**src/rtl/codec_i2s_dac_tx.sv**
```systemverilog
// rtl/codec_i2s_dac_tx.sv - I2S master DAC transmitter with a one-entry sample holding register
// Define I2S_REPEAT_ON_UNDERRUN_EN to repeat the last loaded pair on underrun instead of muting.
module codec_i2s_dac_tx #(
  parameter int DATA_W   = 16,
  parameter int SLOT_W   = 16,
  parameter int BCLK_DIV = 16
) (
  input  logic              clk_50mhz,
  input  logic              rst_ni,
  input  logic              en_i,
  input  logic              cf_done_i,
  input  logic              smp_valid_i,
  output logic              smp_ready_o,
  input  logic [DATA_W-1:0] smp_left_i,
  input  logic [DATA_W-1:0] smp_right_i,
  output logic              aud_bclk_o,
  output logic              aud_daclrck_o,
  output logic              aud_dacdat_o,
  output logic              frame_start_o,
  output logic              underrun_o
);
  localparam int FW = 2 * SLOT_W;
  localparam int KW = $clog2(FW);
  localparam int DW = (BCLK_DIV > 1) ? $clog2(BCLK_DIV) : 1;
  localparam logic [KW-1:0] K_LAST   = KW'(FW - 1);
  localparam logic [DW-1:0] DIV_LAST = DW'(BCLK_DIV - 1);

  typedef enum logic {S_IDLE, S_RUN} state_t;
  state_t r_state, w_state_nxt;

  logic [DW-1:0]     r_div;
  logic [KW-1:0]     r_k;
  logic [FW-1:0]     r_shift;
  logic              r_hold_full;
  logic [DATA_W-1:0] r_hold_l, r_hold_r;
  logic              w_run, w_stay, w_tick, w_fall, w_k0, w_xfer, w_bypass, w_underrun;
  logic [KW-1:0]     w_k_nxt;
  logic [FW-1:0]     w_frame;

  // Left-justify each sample in its slot; frame MSB is the left-channel MSB.
  function automatic logic [FW-1:0] pack(input logic [DATA_W-1:0] l, input logic [DATA_W-1:0] r);
    logic [SLOT_W-1:0] sl, sr;
    sl = SLOT_W'(l) << (SLOT_W - DATA_W);
    sr = SLOT_W'(r) << (SLOT_W - DATA_W);
    return {sl, sr};
  endfunction

  always_ff @(posedge clk_50mhz or negedge rst_ni) begin
    if (!rst_ni) r_state <= S_IDLE;
    else         r_state <= w_state_nxt;
  end

  always_comb begin
    w_state_nxt = r_state;
    case (r_state)
      S_IDLE:  if (en_i && cf_done_i) w_state_nxt = S_RUN;
      S_RUN:   if (!(en_i && cf_done_i)) w_state_nxt = S_IDLE;
      default: w_state_nxt = S_IDLE;
    endcase
  end

  assign w_run       = (r_state == S_RUN);
  assign w_stay      = w_run && en_i && cf_done_i;
  assign w_tick      = w_stay && (r_div == DIV_LAST);
  assign w_fall      = w_tick && aud_bclk_o;
  assign w_k_nxt     = (r_k == K_LAST) ? '0 : r_k + KW'(1);
  assign w_k0        = w_fall && (r_k == K_LAST);
  assign smp_ready_o = w_run && !r_hold_full;
  assign w_xfer      = smp_valid_i && smp_ready_o;
  assign w_bypass    = w_k0 && !r_hold_full && w_xfer;

`ifdef I2S_REPEAT_ON_UNDERRUN_EN
  logic [FW-1:0] r_last;
  always_ff @(posedge clk_50mhz or negedge rst_ni) begin
    if (!rst_ni)                  r_last <= '0;
    else if (!w_stay)             r_last <= '0;
    else if (w_k0 && !w_underrun) r_last <= w_frame;
  end
`endif

  always_comb begin
    w_underrun = 1'b0;
    if (r_hold_full) begin
      w_frame = pack(r_hold_l, r_hold_r);
    end else if (w_xfer) begin
      w_frame = pack(smp_left_i, smp_right_i);
    end else begin
      w_underrun = 1'b1;
`ifdef I2S_REPEAT_ON_UNDERRUN_EN
      w_frame = r_last;
`else
      w_frame = '0;
`endif
    end
  end

  // Leaving RUN (or sitting in IDLE) parks everything at the RUN-entry values.
  always_ff @(posedge clk_50mhz or negedge rst_ni) begin
    if (!rst_ni) begin
      r_div         <= '0;
      r_k           <= '0;
      r_shift       <= '0;
      r_hold_full   <= 1'b0;
      r_hold_l      <= '0;
      r_hold_r      <= '0;
      aud_bclk_o    <= 1'b0;
      aud_daclrck_o <= 1'b0;
      aud_dacdat_o  <= 1'b0;
      frame_start_o <= 1'b0;
      underrun_o    <= 1'b0;
    end else if (!w_stay) begin
      r_div         <= '0;
      r_k           <= K_LAST;
      r_shift       <= '0;
      r_hold_full   <= 1'b0;
      aud_bclk_o    <= 1'b0;
      aud_daclrck_o <= 1'b0;
      aud_dacdat_o  <= 1'b0;
      frame_start_o <= 1'b0;
      underrun_o    <= 1'b0;
    end else begin
      frame_start_o <= w_k0;
      underrun_o    <= w_k0 && w_underrun;
      if (w_tick) begin
        r_div      <= '0;
        aud_bclk_o <= !aud_bclk_o;
      end else begin
        r_div <= r_div + DW'(1);
      end
      if (w_fall) begin
        r_k           <= w_k_nxt;
        aud_daclrck_o <= (w_k_nxt >= KW'(SLOT_W));
        aud_dacdat_o  <= r_shift[FW-1];
        r_shift       <= w_k0 ? w_frame : {r_shift[FW-2:0], 1'b0};
      end
      if (w_k0 && r_hold_full) begin
        r_hold_full <= 1'b0;
      end else if (w_xfer && !w_bypass) begin
        r_hold_full <= 1'b1;
        r_hold_l    <= smp_left_i;
        r_hold_r    <= smp_right_i;
      end
    end
  end
endmodule

```
**config.mk**
```make
export PLATFORM = sky130hd
export DESIGN_NAME = codec_i2s_dac_tx
export DESIGN_NICKNAME = d
export VERILOG_FILES = /design/src/rtl/codec_i2s_dac_tx.sv
export SDC_FILE = /design/constraint.sdc
export NUM_CORES = 1
export LEC_CHECK = 0
export ABC_CLOCK_PERIOD_IN_PS = 3100
export CAP_MARGIN = 20
export CORE_AREA = 3 3 100 102
export CTS_CLUSTER_DIAMETER = 30
export CTS_CLUSTER_SIZE = 40
export DETAILED_ROUTE_END_ITERATION = 8
export DIE_AREA = 0 0 103 105
export DONT_BUFFER_PORTS = 1
export GPL_ROUTABILITY_DRIVEN = 0
export HOLD_SLACK_MARGIN = 0.1
export PLACE_DENSITY_LB_ADDON = 0.25
export SETUP_SLACK_MARGIN = 0.05
export SYNTH_ARGS = -nofsm -noshare
export SYNTH_HDL_FRONTEND = slang
export SYNTH_SLANG_ARGS = --single-unit
export TNS_END_PERCENT = 50
```
**constraint.sdc**
```tcl
create_clock -name clk_50mhz -period 3.1 [get_ports clk_50mhz]
set_input_delay 0.775 -clock clk_50mhz [delete_from_list [all_inputs] [get_ports clk_50mhz]]
set_output_delay 0.775 -clock clk_50mhz [all_outputs]
set_load 0.01 [all_outputs]
```
Word level (Yosys, flattened, before mapping). Index checks and enable logic that the tools add are counted.

Register bits: 80. Logic and storage cells: 62. Output and inout bits: 6. Bits of input ports: 37.

Reductions and logical operators: 17. Order comparisons: 1. Add/subtract/negate cells: 2. Multiplexer cells: 24. Bitwise logic cells: 1. Equal/unequal tests: 5.

Operators with widths (number): 32-bit two-way mux (5); 5-bit two-way mux (3); 1-bit two-way mux (14); 1-bit logical AND (13); 4-bit two-way mux (2); 5-bit by 1-bit adder with 5-bit output, second input constant (1); 5-bit equality test, second input constant (1); 5-bit greater-or-equal comparator, second input constant (1); 4-bit by 1-bit adder with 4-bit output, second input constant (1); 4-bit equality test, second input constant (1); 2-bit by 1-bit != test with 1-bit output, second input constant (2); 1-bit logical NOT (3); 3-bit by 1-bit != test with 1-bit output, second input constant (1); 3-bit AND reduction (1); 1-bit inverter (1).

Logic depth before layout (Yosys ltp). Gate-level depths: netlist (run 1).

Word-level depth: 12. Mapped depth: 9. Gate-level depth less buffers: 6.

Least setup slack after synthesis (run 1). OpenSTA, ideal clock, no wires.

Path type: register to register. From: register r_k[0]. To: register r_hold_l[0]. Required time: 2.975 ns. Cell stages (with the launch flop): 9. Buffers on the path: 2. Setup time: 0.125 ns. Clock period less this slack: 2.024 ns. Data arrival time: 1.899 ns. Path slack: 1.076 ns. Path through: dfrtp_1 > ha_1 > and3_1 > ha_1 > clkbuf_1 > inv_1 > o2111a_2 > buf_6 > mux2_4.

Cells in the longest elaborated chain, start to end: 7. Elaborated cells between the ends (all ways): 9. Classes of those cells: eq/ne: 1; bitwise: 1; reduce/logical: 7.

Ends and longest elaborated chain: start: declaration (RTL line 32) `logic [KW-1:0] r_k;`; start signal: assignment (RTL line 131) `r_k <= w_k_nxt;`; 5-bit equality test * (RTL line 67) `assign w_k0 = w_fall && (r_k == K_LAST);`; 1-bit logical AND * (RTL line 67); 1-bit logical AND (2 in series) (RTL line 70) `assign w_bypass = w_k0 && !r_hold_full && w_xfer;`; 1-bit logical NOT (RTL line 138) `end else if (w_xfer && !w_bypass) begin`; 1-bit logical AND (RTL line 138); 3-bit AND reduction (no line) *; end signal: assignment (RTL line 140) `r_hold_l <= smp_left_i;`; end: declaration (RTL line 35) `logic [DATA_W-1:0] r_hold_l, r_hold_r;`.

Every way passes the cells marked *; elsewhere a longest branch is shown, timed or not. A chain may end at the register's enable or synchronous reset.

Final worst setup path (run 1).
From: register r_k[0]. To: register r_hold_r[15].

Cells in the longest elaborated chain, start to end: 7. Elaborated cells between the ends (all ways): 9. Classes of those cells: eq/ne: 1; bitwise: 1; reduce/logical: 7.

Ends and longest elaborated chain: 5-bit equality test * (RTL line 67); 1-bit logical AND * (RTL line 67); 1-bit logical AND (2 in series) (RTL line 70); 1-bit logical NOT (RTL line 138); 1-bit logical AND (RTL line 138); 3-bit AND reduction (no line) *; end signal: assignment (RTL line 141) `r_hold_r <= smp_right_i;`; end: declaration (RTL line 35).

Marks and branches as above.

==> results.md, run 1 <==
* Cell Pwr Density at about 480 nW/µm²
* CP Buf/Inv Count at 2
* CTS tree: yes
* Resized Gates After CTS at 0
* Setup TNS at 0 ns
* Area Overhead vs Synth at 6.46%
* R2r endpoint: r_hold_r[15]$_DFFE_PN0P_
* Critical path depth at 7
* MaxCap Viol Count at 0
* Syn_nets at 429
* Root Driver: clkbuf_8
* Post-synthesis sequential area ratio at 0.483
* Leakage power at around 1.8 nW
* Post-detail-place hpwl at slightly above 5000 µm
* Number of CTS-inserted buffers at 9
* Grt total ovfl at 0
* Drt pass-1 iters at 4
* # IOs at between 40 and 50
* DRT Wirelength at a little over 9000 µm
* Antenna diodes at 0
* Reg2reg start: r_k[0]$_DFFE_PN0P_
* Row cnt at 35
* Largest net degree at the start of global routing at between 70 and 80
* YS warnings at 0
* Top delay family on crit path: compound AO/OA/AOI/OAI gates
* Worst path required time at 3.34 ns
* Worst-path clk slew at around 0.1 ns
* Die Wd at just over 100 µm
* PortBufs at 0
* CP arrival at between 2 and 3 ns
* Hold Vio Cnt, Final at 0
* Worst relative slew slack at 0.505
* Layout filler cell count at 838
* Critical Path Fanout Max at 17
* DRC viols at 0
* Die area at roughly 11000 µm²
* CP cell instances: ha_1 > and3_1 > ha_2 > inv_1 > o2111a_2 > buf_12 > mux2_4
* Distinct cells, synth at 34
* Vias in the first global route at ~2.9k
* Clk buf depth at 2
* Mapped Cells at 389
* Worst setup path endpoint: r_hold_r[15]$_DFFE_PN0P_
* Status: finished clean
* H-tree depth at 3
* Initial Util at 0.450
* Max frequency at ~420 MHz
* Commonest non-fill, non-tap cell in the layout: dfrtp_1
* Reg2Reg Depth at 7
* Worst setup EP type: register
* Largest stage delay, worst path at ~0.61 ns
* Peak supply drop at about 240 µV
* Num Clock Sinks at 80
* Total track usage at 0.175
* Cell Area, Synth at 4140 µm²
* Slew Viols, Final at 0
* CP max-delay cell: o2111a_2
* Clk_lat worst skew at about 0.36 ns
* Most frequent cells in the layout: 80 x dfrtp_1, 42 x nand2_1, 36 x a21oi_1
* Initial antenna violation count at 0
* Number of flops mapped to enable cells by yosys at 0
* Final period util at 0.773
* Post-synth ARST share at 1.00
* Min cycle time layout at around 2.4 ns
* Worst Skew at 0.0143 ns
* Main synth FF type: dfrtp_1
* Vias per Instance at about 6
* Global-route wire length before repair at roughly 15000 µm
* Hold Crit Class: input port to asynchronous set/reset pin
* Starting DRT DRC Count at between 100 and 150
* Crit start category: register
* Reg2Reg Setup Slack at approximately 0.7 ns
* Vias at between 2k and 3k
* Crit. Startpoint: r_k[0]$_DFFE_PN0P_
* Flops & latches, synth at 80
* Layout cells sized above 1 at 0.153
* Core area at about 9200 µm²
* WL/cell at roughly 19 µm
* Antenna viol nets, final at 0
* Die height at about 110 µm
* Layout Utilization at 0.480
* Setup Crit Path Kind: register to register
* Synthesized area per cell at between 10 and 15 µm²
* Setup violators final at 0
* Final net count at about 410
* Unrepaired setup endpoints after global routing: no
* Slew at the pin closest to its max-slew limit at roughly 0.74 ns
## logic make-up after synthesis
logic type | count (synthesis) | synth area share
adders and majority gates | 3 | 0.00906
AOI/OAI and AO/OA | 109 | 0.186
and+or+nand+nor | 124 | 0.160
xor gates and xnor gates | 2 | 0.00423
muxes | 32 | 0.114
buffers and inverters | 39 | 0.0432
DFF | 80 | 0.483
## sequential cells by signal, indices dropped and copies added, names as in the netlist
name and count:
frame_start_o 1, r_hold_l 16, r_hold_r 16, r_hold_full 1
underrun_o 1, aud_bclk_o 1, aud_dacdat_o 1, r_div 4
r_k 5, r_shift 32, aud_daclrck_o 1, r_state 1
## synthesized netlist by cell type, drive strengths merged (2+ instances only)
library cell / instances / area [µm²]
nor2: 35 / 131
and3: 2 / 12.5
and2: 2 / 12.5
a21boi: 31 / 233
a21oi: 36 / 180
mux2: 32 / 473
nand3: 5 / 25.0
o21ai: 2 / 10.0
a211o: 33 / 289
nand2: 42 / 158
dfrtp: 80 / 2000
a31oi: 2 / 12.5
nand4b: 31 / 272
buf: 13 / 81.3
clkbuf: 25 / 93.8
ha: 3 / 37.5
## worst reg2reg max path: cells and delay by family (launching register included)
kind | cells | cell delay [ns]
buffers and inverters | 2 | 0.35
multiplexers | 1 | 0.32
AO/OA/AOI/OAI | 1 | 0.61
adder cells (fa/ha/maj) | 2 | 0.41
flip-flops | 1 | 0.43
AND/OR/NAND/NOR | 1 | 0.19
## routing by layer
layer  wire length (µm)  global-route usage  vias to the layer above
met2               4270               0.264                       44
met1               4130               0.237                     1443
met3                587              0.0547                        7
met4                 81              0.0555                        0
met5                  0                   0                        -
li1                   -                   -                     1372
## repair_timing
action                                 CTS  global route
endpoints found under the hold margin   55             0
setup endpoints to repair                0             0
buffers inserted                         0             0
hold buffers                             4             0
## cell type report
type	instances	area, µm²	area share
multi-input combinational	270	1960	0.445
inverter	1	3.75	0.000851
clock inverter	7	55.1	0.0125
sequential	80	2000	0.454
timing repair buffer	11	123	0.0278
tap	111	139	0.0315
clock buffer	9	124	0.0281
## worst min-delay path by stage
stage / start / endpoint / slack (ns)
after floorplan: r_div[0]$_DFF_PN0_ / r_div[0]$_DFF_PN0_ / 0.45
after global placement: r_div[0]$_DFF_PN0_ / r_div[0]$_DFF_PN0_ / 0.46
after detailed placement: rst_ni / r_shift[6]$_DFFE_PN0P_ / 0.48
after CTS: rst_ni / r_hold_l[1]$_DFFE_PN0P_ / 0.27
after global routing: rst_ni / r_hold_l[1]$_DFFE_PN0P_ / 0.27
final: rst_ni / r_hold_l[1]$_DFFE_PN0P_ / 0.27
## where the power goes
part,total (W),switching (W),internal (W)
logic,0.000214,0.0000717,0.000142
registers,0.00120,0.0000532,0.00114
clock network,0.000713,0.000417,0.000296
## metrics by stage
stage	total power [W]	setup slack (ns)	hold slack (ns)	std cells	instance area (µm²)
6_report	0.00212	0.702	0.272	489	4410
3_3_place_gp	0.00139	0.740	0.465	469	4170
2_1_floorplan	0.00137	1.08	0.449	389	4140
4_1_cts	0.00215	0.703	0.272	489	4410
5_1_grt	0.00222	0.604	0.275	489	4410
3_5_place_dp	0.00140	0.712	0.480	469	4170
No activity file was read; power rests on OpenSTA's default activity.
==> run 2, diff against run 1 <==
Settings changed: ABC_CLOCK_PERIOD_IN_PS 3100 to 2450.
Clock period 3.1 ns to 2.45 ns, I/O delays scaled along.
==> run 2 against run 1 <==
Net effect:
- the flow now finishes with violations (hold timing)
- critical path depth unchanged
- sequential power is 26% higher
- largest cell class unchanged
- register-to-register slack lost 0.41 ns
- flip-flop and latch count unchanged
- wire length decreased by 2.5%
==> results.md, run 2 (synthesized netlist as in run 1, its figures left out) <==
* Slew at the pin closest to its max-slew limit at 0.520 ns (-0.222 ns)
* PortBufs at 0 (unchanged)
* Slew Viols, Final at 0 (unchanged)
* Met2 WL post-DR at 4100 µm (-4.0%)
* Starting DRT DRC Count at 142 (+8.4%)
* Worst setup EP type: register
* Max frequency at 464 MHz (+11%)
* DRC viols at 0 (unchanged)
* MaxCap Viol Count at 0 (unchanged)
* Largest stage delay, worst path at 0.43 ns (-0.18 ns)
* Commonest non-fill, non-tap cell in the layout: dfrtp_1
* Setup Crit Path Kind: register to register
* Most frequent cells in the layout: 80 x dfrtp_1, 42 x nand2_1, 36 x a21oi_1
* Num Clock Sinks at 80 (unchanged)
* Setup TNS at 0 ns (unchanged)
* Final WS setup at 0.296 ns (-0.407 ns)
* Worst relative slew slack at 0.653 (+0.148)
* CP Buf/Inv Count at 2 (unchanged)
* Final net count at 413 (unchanged)
* Final period util at 0.879 (+0.106)
* Worst path required time at 2.68 ns (-0.66 ns)
* Met3 WL post-DR at 525 µm (-11%)
* Violated checks: hold timing
* Unrepaired setup endpoints after global routing: no
* Cell Pwr Density at 646 nW/µm² (+34%)
* Initial antenna violation count at 0 (unchanged)
* Post-CTS Setup Bufs at 0 (unchanged)
* Number of CTS-inserted buffers at 9 (unchanged)
* Drt pass-1 iters at 4 (unchanged)
* WL/cell at 18.1 µm (-2.5%)
* Clk_lat worst skew at 0.35 ns (about the same)
* Dpl ws at 0.301 ns (-0.411 ns)
* Most flops, register: r_shift
* Die height at 105 µm (unchanged)
* Area Overhead vs Synth at 7.67%
* CP arrival at 2.39 ns (-0.25 ns)
* Worst Skew at 0.0141 ns (-0.000254 ns)
* Critical Path Fanout Max at 15 (-2)
* Setup violators final at 0 (unchanged)
* Vias in the first global route at 2882 (+0.21%)
* # IOs at 43 (unchanged)
* Total track usage at 0.172 (-0.00231)
* Grt total ovfl at 0 (unchanged)
* Vias at 2904 (+1.3%)
* Global-route wire length before repair at 14900 µm (-0.33%)
* Antenna viol nets, final at 0 (unchanged)
* Status: finished, violations left
* Largest net degree at the start of global routing at 81 (+9.5%)
* CP cell instances: ha_1 > and3_1 > ha_2 > inv_1 > o2111a_2 > buf_4 > mux2_2
* Worst-path clk slew at 0.09 ns (about the same)
* CTS tree: yes
* Die Wd at 103 µm (unchanged)
* H-tree depth at 3 (unchanged)
* Post-detail-place hpwl at 5170 µm (+0.51%)
* Largest registers: r_shift x32, r_hold_l x16, r_hold_r x16
* Row cnt at 35 (unchanged)
* Hold Vio Cnt, Final at 80 (+80)
* Hold Crit Class: input port to asynchronous set/reset pin
* Peak supply drop at 243 µV (+1.9%)
* Layout cells sized above 1 at 0.159 (+0.00529)
* Clk buf depth at 2 (unchanged)
* Root Driver: clkbuf_8
* Die area at 10800 µm² (unchanged)
* Number of flip-flops in the largest register at 32 (unchanged)
* Antenna diodes at 0 (unchanged)
* Tot Pwr at 0.00288 W (+36%)
* Leakage power at 1.80 nW (+2.6%)
* Min cycle time layout at 2.15 ns (-0.243 ns)
* Crit start category: register
* DRT met1 WL at 4110 µm (-0.51%)
* Top Layer Used: met4
* CP max-delay cell: dfrtp_1
* DRT Wirelength at 8840 µm (-2.5%)
* Top delay family on crit path: flip-flops
* Vias per Instance at 5.94 (+1.3%)
* Core area at 9200 µm² (unchanged)
* Hold Slack at -0.0593 ns (-0.332 ns)
* Initial Util at 0.450 (unchanged)
* Resized Gates After CTS at 0 (unchanged)
[run 2: per-layer routing]
| layer | track usage | vias to the layer above |
|---|---|---|
| met1 | 0.245 | 1480 |
| li1 | - | 1368 |
| met5 | 0 | - |
| met2 | 0.253 | 46 |
| met3 | 0.0501 | 10 |
| met4 | 0.0509 | 0 |
[run 2: stage by stage]
step | std cells | instance area, µm² | utilization
2_1_floorplan | 389 | 4140 | -
3_3_place_gp | 473 | 4230 | 0.460
3_5_place_dp | 473 | 4230 | 0.460
4_1_cts | 489 | 4460 | 0.485
5_1_grt | 489 | 4460 | 0.485
6_report | 489 | 4460 | 0.485
[run 2: worst paths after layout]
kind | from | to | slack (ns) | depth (start not counted)
worst max-delay path | r_k[0]$_DFFE_PN0P_ | r_hold_r[0]$_DFFE_PN0P_ | 0.30 | 7
worst min-delay path | rst_ni | r_hold_r[6]$_DFFE_PN0P_ | -0.06 | 0
worst max register to register | r_k[0]$_DFFE_PN0P_ | r_hold_r[0]$_DFFE_PN0P_ | 0.30 | 7
worst min register to register | r_div[0]$_DFF_PN0_ | r_div[0]$_DFF_PN0_ | 0.49 | 1
max in group asynchronous | rst_ni | r_div[3]$_DFF_PN0_ | 2.39 | 0
min in group clk_50mhz | smp_valid_i | underrun_o$_DFF_PN0_ | 0.37 | 1
[run 2: cell type report]
type | instances | area (µm²)
inverter | 1 | 3.75
timing repair buffer | 11 | 120
multi-input combinational | 270 | 1960
clock buffer | 12 | 155
fill | 825 | 4740
sequential | 80 | 2000
tap | 111 | 139
clock inverter | 4 | 76.3
[run 2: report_power, final]
part,total [W],switching [W],internal [W]
Sequential,0.00151,0.0000669,0.00145
Combinational,0.000239,0.0000647,0.000174
Clock,0.00113,0.000496,0.000633
Total,0.00288,0.000628,0.00225
==> run 3, diff against run 2 <==
Settings changed: GPL_TIMING_DRIVEN set to 0.
==> run 3 against run 2 <==
Net effect:
- the flow still finishes with violations (hold timing)
- worst hold slack improved by 0.0012 ns
- first-iteration DRC count decreased by 40%
- sequential share of layout area unchanged
- total power decreased by 7.5%
- critical path depth unchanged
- flip-flop and latch count unchanged
- non-clock buffer count increased by 26
- worst setup slack got worse by 0.023 ns
- utilization unchanged
- cell area unchanged
- largest cell class unchanged
- highest routed layer unchanged
==> results.md, run 3 (synthesized netlist as in run 1, its figures left out) <==
* Largest registers: r_shift x32, r_hold_l x16, r_hold_r x16
* Critical Path Fanout Max at 10 (-5)
* Post-detail-place hpwl at 6370 µm (+23%)
* Final period util at 0.889 (+0.00929)
* Setup violators final at 0 (unchanged)
* Hold Vio Cnt, Final at 80 (unchanged)
* Drt pass-1 iters at 4 (unchanged)
* Fin cells at 515 (+5.3%)
* WL/cell at 18.5 µm (+2.1%)
* Largest stage delay, worst path at 0.43 ns (about the same)
* Starting DRT DRC Count at 85 (-40%)
* Reg2Reg Setup Slack at 0.27 ns (-0.02 ns)
* MaxCap Viol Count at 0 (unchanged)
* Violated checks: hold timing
* # IOs at 43 (unchanged)
* Worst path required time at 2.68 ns (about the same)
* CP cell instances: ha_1 > and3_1 > ha_1 > inv_1 > o2111a_2 > buf_6 > mux2_4
* Area Overhead vs Synth at 7.67% (unchanged)
* Area post-placement at 4280 µm² (+1.2%)
* Leakage power at 1.78 nW (-1.2%)
* Placed cell count at 500 (+5.7%)
* Slew Viols, Final at 0 (unchanged)
* Row cnt at 35 (unchanged)
* Global-route wire length before repair at 15600 µm (+4.3%)
* Num Clock Sinks at 80 (unchanged)
* Die Wd at 103 µm (unchanged)
* Status: finished, violations left
* Hold Slack at -0.0582 ns (+0.00116 ns)
* Grt total ovfl at 0 (unchanged)
* Sw power at 0.000668 W (+6.5%)
* R2r endpoint: r_hold_l[14]$_DFFE_PN0P_
* Max frequency at 459 MHz (-1.0%)
* Antenna viol nets, final at 0 (unchanged)
* Cell Pwr Density at 598 nW/µm² (-7.5%)
* Worst relative slew slack at 0.660 (+0.00692)
* Antenna diodes at 0 (unchanged)
* Final net count at 439 (+6.3%)
* Clk_lat worst skew at 0.36 ns (about the same)
* Switching share of power at 0.251 (+0.0329)
* Core area at 9200 µm² (unchanged)
* Vias in the first global route at 3057 (+6.1%)
* Most frequent cells in the layout: 80 x dfrtp_1, 42 x nand2_1, 36 x a21oi_1
* CP arrival at 2.41 ns (+0.02 ns)
* Total track usage at 0.182 (+0.00997)
* Pint at 0.00200 W (-11%)
* Crit start category: register
* Number of CTS-inserted buffers at 9 (unchanged)
* Worst-path clk slew at 0.10 ns (about the same)
* Min cycle time layout at 2.18 ns (+0.0228 ns)
* CP Buf/Inv Count at 2 (unchanged)
* Vias at 3024 (+4.1%)
* Setup TNS at 0 ns (unchanged)
* Sequential power share at 0.568 (+0.043)
* Root Driver: clkbuf_8
* Hold Crit Class: input port to asynchronous set/reset pin
* H-tree depth at 3 (unchanged)
* CP max-delay cell: dfrtp_1
* Setup Crit Path Kind: register to register
* Reg2Reg Depth at 7 (unchanged)
* Die area at 10800 µm² (unchanged)
* Reg2reg start: r_k[0]$_DFFE_PN0P_
* Comb power frac at 0.094 (+0.011)
* Peak supply drop at 301 µV (+24%)
* Initial antenna violation count at 0 (unchanged)
* Final Instance Area at 4460 µm² (unchanged)
* Commonest non-fill, non-tap cell in the layout: dfrtp_1
* Tot Pwr at 0.00267 W (-7.5%)
* Most flops, register: r_shift
* Initial Util at 0.450 (unchanged)
* Clk buf depth at 2 (unchanged)
* Number of flip-flops in the largest register at 32 (unchanged)
* Unrepaired setup endpoints after global routing: no
* CTS tree: yes
* Worst setup EP type: register
* Slew at the pin closest to its max-slew limit at 0.510 ns (-0.0104 ns)
* DRT Wirelength at 9500 µm (+7.5%)
* Worst Skew at 0.0124 ns (-0.00168 ns)
* Die height at 105 µm (unchanged)
* Layout Utilization at 0.485 (unchanged)
* Largest net degree at the start of global routing at 81 (unchanged)
* Layout cells sized above 1 at 0.149 (-0.0102)
* Vias per Instance at 5.87 (-1.1%)
* DRC viols at 0 (unchanged)
* Top delay family on crit path: adder cells
* Power share of the clock group at 0.338 (-0.054)
* PortBufs at 0 (unchanged)
* Crit path top cell by count: ha_1
run 3: layout make-up:
type,count,area (µm²)
buffer,37,174
clock buffer,9,124
clock inverter,7,56.3
fill,871,4740
inverter,1,3.75
multi-input combinational,270,1960
sequential,80,2000
tap,111,139
run 3: worst reg2reg max path, delay by kind of cell, from the launching register on:
kind                       cells  cell delay, ns
DFF                            1            0.43
buffers and inverters          2            0.33
and+or+nand+nor                1            0.18
AOI/OAI and AO/OA              1            0.30
muxes                          1            0.32
adders and majority gates      2            0.51
run 3: what timing repair did:
item | CTS | global route
buffers inserted | 0 | 0
gates resized for setup | 0 | 1
hold endpoints to repair | 80 | 80
setup endpoints to repair | 0 | 15
run 3: worst max-delay path by stage:
stage / endpoint / cells after the start / slack [ns] / from
global route: r_shift[14]$_DFFE_PN0P_ / 8 / 0.12 / r_k[0]$_DFFE_PN0P_
detailed placement: underrun_o$_DFF_PN0_ / 8 / 0.18 / r_k[0]$_DFFE_PN0P_
CTS: underrun_o$_DFF_PN0_ / 8 / 0.14 / r_k[0]$_DFFE_PN0P_
finish: r_hold_l[14]$_DFFE_PN0P_ / 7 / 0.27 / r_k[0]$_DFFE_PN0P_
floorplan: r_hold_l[0]$_DFFE_PN0P_ / 8 / 0.43 / r_k[0]$_DFFE_PN0P_
global placement: underrun_o$_DFF_PN0_ / 8 / 0.17 / r_k[0]$_DFFE_PN0P_
run 3: power groups by stage:
stage | Clock (W) | Sequential, W | Combinational, W
finish | 0.000901 | 0.00151 | 0.000251
global route | 0.00100 | 0.00152 | 0.000271
CTS | 0.000933 | 0.00151 | 0.000252
detailed placement | 0 | 0.00154 | 0.000251
global placement | 0 | 0.00153 | 0.000247
floorplan | 0 | 0.00151 | 0.000222
run 3: through the flow:
step | worst slack, ns | hold WS (ns)
after floorplan | 0.426 | 0.317
after global placement | 0.174 | 0.319
after detailed placement | 0.175 | 0.319
after CTS | 0.137 | -0.0732
after global routing | 0.121 | -0.0905
final | 0.273 | -0.0582
run 3: metal layers:
layer / GRT usage / share of wire / vias to the layer above / wire, µm
met1: 0.256 / 0.45 / 1525 / 4260
met3: 0.0501 / 0.065 / 10 / 619
met5: 0 / 0 / - / 0
met2: 0.277 / 0.47 / 62 / 4510
li1: - / - / 1427 / -
met4: 0.0472 / 0.012 / 0 / 115
